[config.mk]
export PLATFORM = sky130hd
export DESIGN_NAME = dmem_access_ctrl_flat
export DESIGN_NICKNAME = d
export VERILOG_FILES = /design/src/rtl/lsu_pkg.sv /design/src/rtl/dmem_access_ctrl_if.sv /design/src/rtl/dmem_load_align.sv /design/src/rtl/dmem_access_ctrl.sv /design/src/flat_wrapper.sv
export SDC_FILE = /design/constraint.sdc
export NUM_CORES = 1
export LEC_CHECK = 0
export BUFFER_PORTS_ARGS = -buffer_cell sky130_fd_sc_hd__buf_4
export CAP_MARGIN = 30
export CORE_ASPECT_RATIO = 0.8
export CORE_MARGIN = 2
export CORE_UTILIZATION = 25
export CTS_BUF_LIST = sky130_fd_sc_hd__clkbuf_4 sky130_fd_sc_hd__clkbuf_8
export CTS_CLUSTER_DIAMETER = 100
export DETAILED_ROUTE_END_ITERATION = 12
export PLACE_DENSITY_LB_ADDON = 0.2
export SKIP_CTS_REPAIR_TIMING = 1
export SLEW_MARGIN = 20
export SYNTH_ARGS = -nofsm -noshare
export SYNTH_HDL_FRONTEND = slang
export SYNTH_SLANG_ARGS = --single-unit
[constraint.sdc]
create_clock -name clk -period 2.44 [get_ports clk]
set_input_delay 0.244 -clock clk [delete_from_list [all_inputs] [get_ports clk]]
set_output_delay 0.244 -clock clk [all_outputs]
set_load 0.05 [all_outputs]
[src/rtl/lsu_pkg.sv]
// Shared types and helpers for the MEM-stage data-memory access controller.
// Holds the FSM state encoding, RV32I load/store funct3 codes and legality checks.
package lsu_pkg;

    localparam int DEF_ADDR_BITS = 32;
    localparam int DEF_DATA_BITS = 32;

    typedef enum logic [1:0] {
        IDLE,
        REQ,
        WAIT,
        DONE
    } state_e;

    localparam logic [2:0] F3_B  = 3'b000;
    localparam logic [2:0] F3_H  = 3'b001;
    localparam logic [2:0] F3_W  = 3'b010;
    localparam logic [2:0] F3_BU = 3'b100;
    localparam logic [2:0] F3_HU = 3'b101;

    // funct3[1:0] encodes the access size for both loads and stores.
    function automatic logic is_misaligned(input logic [2:0] funct3, input logic [1:0] off);
        case (funct3[1:0])
            2'b01:   return off[0];
            2'b10:   return off != 2'b00;
            default: return 1'b0;
        endcase
    endfunction

    function automatic logic is_unsupported(input logic write, input logic [2:0] funct3);
        if (write) return funct3 > F3_W;
        return funct3 inside {3'b011, 3'b110, 3'b111};
    endfunction

endpackage

[src/rtl/dmem_access_ctrl_if.sv]
// Data-memory request/response bus between the MEM-stage controller (master)
// and the data memory (slave).
interface dmem_access_ctrl_if
    import lsu_pkg::*;
#(
    parameter int ADDR_BITS = DEF_ADDR_BITS,
    parameter int DATA_BITS = DEF_DATA_BITS
);

    logic                 dm_req;
    logic [ADDR_BITS-1:0] dm_addr;
    logic [3:0]           dm_we;
    logic [DATA_BITS-1:0] dm_wdata;
    logic                 dm_gnt;
    logic                 dm_rvalid;
    logic [DATA_BITS-1:0] dm_rdata;

    modport master (
        output dm_req, dm_addr, dm_we, dm_wdata,
        input  dm_gnt, dm_rvalid, dm_rdata
    );

    modport slave (
        input  dm_req, dm_addr, dm_we, dm_wdata,
        output dm_gnt, dm_rvalid, dm_rdata
    );

endinterface

[src/rtl/dmem_load_align.sv]
// Combinational load-data extraction: picks the byte/halfword addressed by the
// byte offset and sign- or zero-extends it according to funct3.
module dmem_load_align
    import lsu_pkg::*;
(
    input  logic [2:0]  i_funct3,
    input  logic [1:0]  i_off,
    input  logic [31:0] i_word,
    output logic [31:0] o_data
);

    logic [7:0]  w_byte;
    logic [15:0] w_half;

    assign w_byte = i_word[{i_off, 3'b000} +: 8];
    assign w_half = i_off[1] ? i_word[31:16] : i_word[15:0];

    always_comb begin
        // NOTE: every always_comb output gets a default first so no path can infer a latch.
        o_data = '0;
        case (i_funct3)
            F3_B:    o_data = {{24{w_byte[7]}}, w_byte};
            F3_BU:   o_data = {24'd0, w_byte};
            F3_H:    o_data = {{16{w_half[15]}}, w_half};
            F3_HU:   o_data = {16'd0, w_half};
            F3_W:    o_data = i_word;
            default: o_data = '0;
        endcase
    end

endmodule

[src/rtl/dmem_access_ctrl.sv]
// MEM-stage data-side controller: runs one data-memory transaction per load/store,
// stalls the pipeline meanwhile and delivers aligned load data with a done pulse.
module dmem_access_ctrl
    import lsu_pkg::*;
#(
    parameter int ADDR_BITS = DEF_ADDR_BITS,
    parameter int DATA_BITS = DEF_DATA_BITS
) (
    input  logic                 clk,
    input  logic                 rst_n,

    input  logic                 mem_req_valid,
    input  logic                 mem_req_write,
    input  logic [2:0]           mem_req_funct3,
    input  logic [ADDR_BITS-1:0] mem_req_addr,
    input  logic [DATA_BITS-1:0] mem_req_wdata,

    output logic                 mem_stall,
    output logic                 mem_done,
    output logic [DATA_BITS-1:0] mem_rdata,
    output logic                 mem_exc,

    dmem_access_ctrl_if.master   dm
);

    state_e               r_state;
    logic                 r_write;
    logic [2:0]           r_funct3;
    logic [1:0]           r_off;
    logic                 r_dm_req;
    logic [ADDR_BITS-1:0] r_dm_addr;
    logic [3:0]           r_dm_we;
    logic [DATA_BITS-1:0] r_dm_wdata;
    logic                 r_done;
    logic                 r_exc;
    logic [DATA_BITS-1:0] r_rdata;

    logic [1:0]           w_off;
    logic                 w_illegal;
    logic                 w_resp;
    logic [3:0]           w_we;
    logic [DATA_BITS-1:0] w_wdata;
    logic [DATA_BITS-1:0] w_load_data;

    assign w_off     = mem_req_addr[1:0];
    assign w_illegal = is_unsupported(mem_req_write, mem_req_funct3) ||
                       is_misaligned(mem_req_funct3, w_off);

    // A response only counts while a transaction is on the bus; strays are dropped.
    assign w_resp = dm.dm_rvalid &&
                    ((r_state == WAIT) || ((r_state == REQ) && dm.dm_gnt));

    always_comb begin
        w_we    = '0;
        w_wdata = '0;
        if (mem_req_write) begin
            case (mem_req_funct3)
                F3_B: begin
                    w_we    = 4'b0001 << w_off;
                    w_wdata = {4{mem_req_wdata[7:0]}};
                end
                F3_H: begin
                    w_we    = 4'b0011 << {w_off[1], 1'b0};
                    w_wdata = {2{mem_req_wdata[15:0]}};
                end
                F3_W: begin
                    w_we    = 4'b1111;
                    w_wdata = mem_req_wdata;
                end
                default: begin
                    w_we    = '0;
                    w_wdata = '0;
                end
            endcase
        end
    end

    dmem_load_align u_load_align (
        .i_funct3 (r_funct3),
        .i_off    (r_off),
        .i_word   (dm.dm_rdata),
        .o_data   (w_load_data)
    );

    always_ff @(posedge clk or negedge rst_n) begin
        // NOTE: sequential state uses non-blocking (<=) so all registers see pre-edge values.
        if (!rst_n) begin
            r_state    <= IDLE;
            r_write    <= 1'b0;
            r_funct3   <= '0;
            r_off      <= '0;
            r_dm_req   <= 1'b0;
            r_dm_addr  <= '0;
            r_dm_we    <= '0;
            r_dm_wdata <= '0;
            r_done     <= 1'b0;
            r_exc      <= 1'b0;
            r_rdata    <= '0;
        end else begin
            r_done <= 1'b0;
            case (r_state)
                IDLE: begin
                    if (mem_req_valid) begin
                        if (w_illegal) begin
                            r_state <= DONE;
                            r_done  <= 1'b1;
                            r_exc   <= 1'b1;
                            r_rdata <= '0;
                        end else begin
                            r_state    <= REQ;
                            r_write    <= mem_req_write;
                            r_funct3   <= mem_req_funct3;
                            r_off      <= w_off;
                            r_dm_req   <= 1'b1;
                            r_dm_addr  <= {mem_req_addr[ADDR_BITS-1:2], 2'b00};
                            r_dm_we    <= w_we;
                            r_dm_wdata <= w_wdata;
                        end
                    end
                end
                REQ: begin
                    if (dm.dm_gnt) begin
                        r_dm_req <= 1'b0;
                        if (!dm.dm_rvalid) r_state <= WAIT;
                    end
                end
                WAIT:    r_state <= WAIT;
                DONE:    r_state <= IDLE;
                default: r_state <= IDLE;
            endcase

            // Completion from either REQ (same-cycle response) or WAIT.
            if (w_resp) begin
                r_state <= DONE;
                r_done  <= 1'b1;
                r_exc   <= 1'b0;
                r_rdata <= r_write ? '0 : w_load_data;
            end
        end
    end

    assign mem_stall   = mem_req_valid && (r_state != DONE);
    assign mem_done    = r_done;
    assign mem_rdata   = r_rdata;
    assign mem_exc     = r_exc;

    assign dm.dm_req   = r_dm_req;
    assign dm.dm_addr  = r_dm_addr;
    assign dm.dm_we    = r_dm_we;
    assign dm.dm_wdata = r_dm_wdata;

endmodule

[src/flat_wrapper.sv]
// flat-port wrapper written by rule: the top's interface ports become plain ports
module dmem_access_ctrl_flat import lsu_pkg::*;
#(
    parameter int ADDR_BITS = DEF_ADDR_BITS,
    parameter int DATA_BITS = DEF_DATA_BITS
)
  (clk, rst_n, mem_req_valid, mem_req_write, mem_req_funct3, mem_req_addr, mem_req_wdata, mem_stall, mem_done, mem_rdata, mem_exc, dm_dm_req, dm_dm_addr, dm_dm_we, dm_dm_wdata, dm_dm_gnt, dm_dm_rvalid, dm_dm_rdata);
  dmem_access_ctrl_if #(.ADDR_BITS(ADDR_BITS), .DATA_BITS(DATA_BITS)) dm_i ();
  input  logic clk;
  input  logic rst_n;
  input  logic mem_req_valid;
  input  logic mem_req_write;
  input  logic [2:0] mem_req_funct3;
  input  logic [ADDR_BITS-1:0] mem_req_addr;
  input  logic [DATA_BITS-1:0] mem_req_wdata;
  output logic mem_stall;
  output logic mem_done;
  output logic [DATA_BITS-1:0] mem_rdata;
  output logic mem_exc;
  output wire logic [$bits(dm_i.dm_req)-1:0] dm_dm_req;
  output wire logic [$bits(dm_i.dm_addr)-1:0] dm_dm_addr;
  output wire logic [$bits(dm_i.dm_we)-1:0] dm_dm_we;
  output wire logic [$bits(dm_i.dm_wdata)-1:0] dm_dm_wdata;
  input wire logic [$bits(dm_i.dm_gnt)-1:0] dm_dm_gnt;
  input wire logic [$bits(dm_i.dm_rvalid)-1:0] dm_dm_rvalid;
  input wire logic [$bits(dm_i.dm_rdata)-1:0] dm_dm_rdata;
  assign dm_dm_req = dm_i.dm_req;
  assign dm_dm_addr = dm_i.dm_addr;
  assign dm_dm_we = dm_i.dm_we;
  assign dm_dm_wdata = dm_i.dm_wdata;
  assign dm_i.dm_gnt = dm_dm_gnt;
  assign dm_i.dm_rvalid = dm_dm_rvalid;
  assign dm_i.dm_rdata = dm_dm_rdata;
  dmem_access_ctrl #(.ADDR_BITS(ADDR_BITS), .DATA_BITS(DATA_BITS)) u_core (.clk(clk), .rst_n(rst_n), .mem_req_valid(mem_req_valid), .mem_req_write(mem_req_write), .mem_req_funct3(mem_req_funct3), .mem_req_addr(mem_req_addr), .mem_req_wdata(mem_req_wdata), .mem_stall(mem_stall), .mem_done(mem_done), .mem_rdata(mem_rdata), .mem_exc(mem_exc), .dm(dm_i));
endmodule
* Word-level counts from Yosys, hierarchy flattened
Index checks and enable logic that the tools add are counted.
Storage, ports and cells: bits in registers 109, output and inout bits 104, bits of input ports 105, word-level logic and storage cells 88
Cells by class: mux-type cells 33, reductions and logical operators 18, bitwise operators 1, eq/ne operators 21, shifts and indexed selects 3, magnitude comparators 1
Operators by type and width (count):
- two-way mux 32 bit | 6
- one-hot mux 32 bit (5 select lines) | 1
- one-hot mux 32 bit (3 select lines) | 1
- variable part select 32 x 6 -> 8 bit | 1
- two-way mux 16 bit | 1
- two-way mux 1 bit | 14
- equality test 3 bit (second input constant) | 4
- one-hot mux 4 bit (3 select lines) | 1
- two-way mux 2 bit | 5
- nonzero test 2 bit | 5
- equality test 3 x 2 -> 1 bit (second input constant) | 3
- != test 3 x 2 -> 1 bit (second input constant) | 3
- AND reduction 3 bit | 3
- != test 2 bit (second input constant) | 4
- one-hot mux 2 bit (4 select lines) | 1
- equality test 2 bit (second input constant) | 3
- equality test 3 x 1 -> 1 bit (second input constant) | 2
- zero test 3 bit | 2
- equality test 2 x 1 -> 1 bit (second input constant) | 2
- two-way mux 4 bit | 1
- one-hot mux 1 bit (2 select lines) | 2
- AND reduction 4 bit | 1
- left shift 1 x 2 -> 4 bit (first input constant) | 1
- left shift 2 x 2 -> 4 bit (first input constant) | 1
- 6 further kinds | 9

* Logic depth before layout (Yosys ltp)
word-level depth 8, mapped depth 8, mapped depth without buffers 6

* Hierarchy
A second synthesis with hierarchy kept.
Unflattened totals: cells, all modules 537, area, all modules 5823.1 um2
Modules (own cells, without submodules):
- dmem_access_ctrl | times used 1, sequential area each 2727.6 um2, area each 5011.1 um2, cells an instance 428
- dmem_load_align | times used 1, sequential area each 0.0 um2, area each 812.0 um2, cells an instance 109

* Worst setup path after synthesis
No wires, ideal clock.
path kind input port to flip-flop, start input port mem_req_funct3[0], end register u_core.r_dm_addr[25] (netlist: u_core.dm.dm_addr[25]), setup time 0.125 ns, setup slack 0.626 ns, path buffers 2, data arrival time 1.690 ns, required time 2.315 ns, cell stages on the path 8, path through inv_1 ha_1 o21ai_1 nand3_1 nor3_1 buf_4 buf_6 mux2_2
Between the ends: longest elaborated chain between the ends 6, elaborated cells on any way between the ends 13, classes of those cells order compare (1); eq/ne (5); mux (3); bitwise (1); reduce/logical (3)
RTL lines:
- start, declared | line flat_wrapper.sv:13 | input logic [2:0] mem_req_funct3;
- > comparator 3 x 2 -> 1 bit (tied with other cells) | line lsu_pkg.sv:31 | if (write) return funct3 > F3_W;
- two-way mux 1 bit / nonzero test 3 bit (equally long branches) | line lsu_pkg.sv:31, lsu_pkg.sv:32
- two-way mux 1 bit | line lsu_pkg.sv:32 | return funct3 inside {3'b011, 3'b110, 3'b111};
- logical OR 1 bit * | line dmem_access_ctrl.sv:46 | assign w_illegal = is_unsupported(mem_req_write, mem_req_funct3) ||
- inverter 1 bit (no line) *
- AND reduction 3 bit (no line) *
- end signal, assigned | line dmem_access_ctrl.sv:115 | r_dm_addr <= {mem_req_addr[ADDR_BITS-1:2], 2'b00};
- end, declared | line dmem_access_ctrl.sv:31 | logic [ADDR_BITS-1:0] r_dm_addr;
Every way passes the cells marked *; elsewhere a longest branch is shown, timed or not. The select of a mux whose other input is x is not followed. A chain may end at the register's enable or synchronous reset.

* Worst setup path in the final report
start register u_core.r_state[1], end register u_core.r_dm_addr[7] (netlist: u_core.dm.dm_addr[7])
Between the ends: longest elaborated chain between the ends 2
RTL lines:
- start, declared | line dmem_access_ctrl.sv:26 | state_e r_state;
- start signal, assigned | line dmem_access_ctrl.sv:88 | r_state <= IDLE;
- start signal, assigned | line dmem_access_ctrl.sv:105 | r_state <= DONE;
- start signal, assigned | line dmem_access_ctrl.sv:110 | r_state <= REQ;
- zero test 2 bit | line dmem_access_ctrl.sv:101 | case (r_state)
- AND reduction 3 bit (no line)
Every way passes these cells.

==> impl_metrics.ini <==
[die]
core_area_sq_mm = 0.0215
io_pins = 209
initial_utilization_pct = 25.5
rows = 48
die_area_sq_mm = 0.0231
die_width_microns = 169
die_h_microns = 136

[critical_path]
cp.arrival_ps = 2380
max_stage_delay_ps = 420
cp_data_required_time_ps = 2710
r2r_slack_ps = 330
endpoint_kind = flip-flop
slowest_stage = dfrtp_1
cp_max_fo = 66
worstPathCellList = inv_1, ha_1, nand2_1, nor3_2, buf_12, mux2_2
cp_top_family = buffers and inverters
start_kind = flip-flop
critical_path_class = reg -> reg
path_buf_inv = 2

[clock_tree]
cts_root_buffer = clkbuf_8
clk_path_buf_depth = 2
ctsHtreeMaxLevel = 3
clk_latency_ps = 380
clk_pin_slew_ps = 110
cts_tree = done
clock_sinks = 109
cts_made_buffers = 9

[synthesis]
ys_types = 46
yosysTopAreaCellShare_pct = 49.8
syn_inst = 494
synth_area_leader_cell = dfrtp_1
yosysWarnings = 0
synth_area_leaders = dfrtp_1 (50%), mux2_2 (13%), mux2i_1 (3.3%), nand2_1 (3.2%), nand3_1 (3.1%)
ys_ff_latch = 109
yosysSeqAreaShare_pct = 49.8
syn_area_per_cell_sq_um = 11.1
synthesis.area_sq_mm = 0.00547

[placement]
io_buffers = 206
place_congestion = 0.784
dp_hpwl_mm = 12.5
place_ws_ps = 144

[power_and_ir_drop]
p_leak_nw = 3.48
pwr-share-clk_pct = 12.5
p_sw_mw = 4.96
seq_power_share_pct = 30.2
power.total_mw = 10.0
intPower_mw = 5.07
switching_share_pct = 49.4
vdd_drop_max_uv = 681
combPwrFrac_pct = 57.3
power_density_mw_per_mm2 = 1330

[finish]
nets = 804
mostFrequentLayoutCells = buf_4 (221), dfrtp_1 (109), mux2_2 (64), nand2_1 (46), nand3_1 (34)
antennaDiodeCount = 0
drive_gt1_share_pct = 44.6
utilization_pct = 35.1
area_delta_synth_final_pct = 37.7
layout_commonest_cell = buf_4

[routing]
first_pass_iters = 5
drtIter0Drc = 240
routed_via_density = 4.80
wl_per_cell_microns = 17.5
ant_nets = 0
drc = 0
drt_wl_total_mm = 17.0
vias = 4660

[sta]
skew_ps = 8.46
worst_pin_slew_ps = 704
final_hold_viol_count = 0
setup_viol = 0
layout_setup_ws_ps = 332
final_max_slew_viol_count = 0
final.setup.tns_ps = 0
whs_ps = 89.9
rsz0062_at_grt = no
fin_crit_ps = 2110
fmax_mhz = 474
timing.final.crit_share_pct = 86.4
relSlewSlack_pct = 53.0

[grt]
overflow = 0
grt_max_degree = 110
grt_pass1_wl_mm = 26.0
antenna_found_initial = 0
first_global_vias = 4702
grt_usage_pct = 14.4

[run]
maxCapViolCount = 0

[hold_path]
hold_class = in -> reg

[status]
status = completed
[final cells by class]
cell class / count / area (sq um)
flip-flops and latches: 109 / 2730
inverters: 25 / 93.8
well taps: 275 / 344
clock inverters: 6 / 92.6
fillers: 2170 / 14000
repair buffers: 224 / 1710
clock buffers: 10 / 131
multi-input cells: 321 / 2440
[cells by family (layout without fill, tap and decap cells)]
family	Yosys count	after routing	synth area share (%)
other cells	1	2	0.0685
buf+inv	65	265	5.85
mux	83	83	16.9
flops	109	109	49.8
fa+ha+maj	9	9	2.06
simple gates	122	122	11.2
compound gates	105	105	14.1
[power groups by stage]
| stage | Sequential (mW) | Clock (mW) | Combinational, mW |
|---|---|---|---|
| detailed placement | 3.06 | 0 | 5.78 |
| floorplan | 5.33 | 0 | 1.61 |
| finish | 3.03 | 1.26 | 5.75 |
| CTS | 3.04 | 1.32 | 5.79 |
| global route | 3.13 | 1.40 | 6.04 |
| global placement | 3.05 | 0 | 5.73 |
[flip-flops by register name (all words and copies together) (netlist names), 2 cells and up]
signal	count
u_core.r_state	2
u_core.r_off	2
u_core.r_funct3	3
u_core.dm.dm_we	4
u_core.dm.dm_addr	30
u_core.dm.dm_wdata	32
u_core.mem_rdata	32
[Yosys cell counts, drive strengths merged]
cell type	number
and2	1
dfrtp	109
nor2b	13
o21a	2
o21ba	2
and4b	1
mux4	1
buf	16
o22ai	15
inv	25
clkbuf	24
a22oi	18
and3b	1
o21bai	4
o21ai	12
a222oi	7
nand2	46
nor3	2
or2	1
mux2i	18
nor2	5
nor4	1
a21o	2
nand3	34
mux2	64
nand4	1
o311a	1
nand4b	1
o211ai	19
conb	1
a31oi	1
nand2b	2
a31o	1
a221oi	7
a21boi	10
o221ai	1
ha	9
or3	1
nor3b	3
nand3b	9
a311oi	1
a21oi	2
[stage by stage]
step	instances	cell area, sq um
6_report	970	7540
5_1_grt	970	7540
4_1_cts	969	7530
3_5_place_dp	953	7300
3_3_place_gp	953	7300
2_1_floorplan	495	5480
[metal layers]
metal  wire length [microns]  track usage [%]  vias to the layer above
li1                        -                -                     2174
met1                    7790             19.7                     2326
met2                    7840             22.4                      146
met3                    1090             4.22                       14
met4                     241             3.85                        0
met5                       0                0                        -
[worst reg2reg max path: stages, from the launching register on]
cell	delay [ps]
dfrtp_1	420
inv_1	130
ha_1	220
nand2_1	150
nor3_2	250
buf_12	350
mux2_2	480
[final timing paths]
| check | from | end | cells after the start |
|---|---|---|---|
| max in group asynchronous | rst_n | u_core.mem_rdata[24]$_DFFE_PN0P_ | 3 |
| worst min-delay path | mem_req_addr[28] | u_core.dm.dm_addr[28]$_DFFE_PN0P_ | 2 |
| worst max-delay path | u_core.r_state[1]$_DFFE_PN0P_ | u_core.dm.dm_addr[7]$_DFFE_PN0P_ | 6 |
| worst min register to register | u_core.dm.dm_we[1]$_DFFE_PN0P_ | u_core.dm.dm_we[1]$_DFFE_PN0P_ | 1 |
| min in group asynchronous | rst_n | u_core.dm.dm_wdata[23]$_DFFE_PN0P_ | 3 |
| worst max register to register | u_core.r_state[1]$_DFFE_PN0P_ | u_core.dm.dm_addr[7]$_DFFE_PN0P_ | 6 |
No activity file was read; power rests on OpenSTA's default activity.
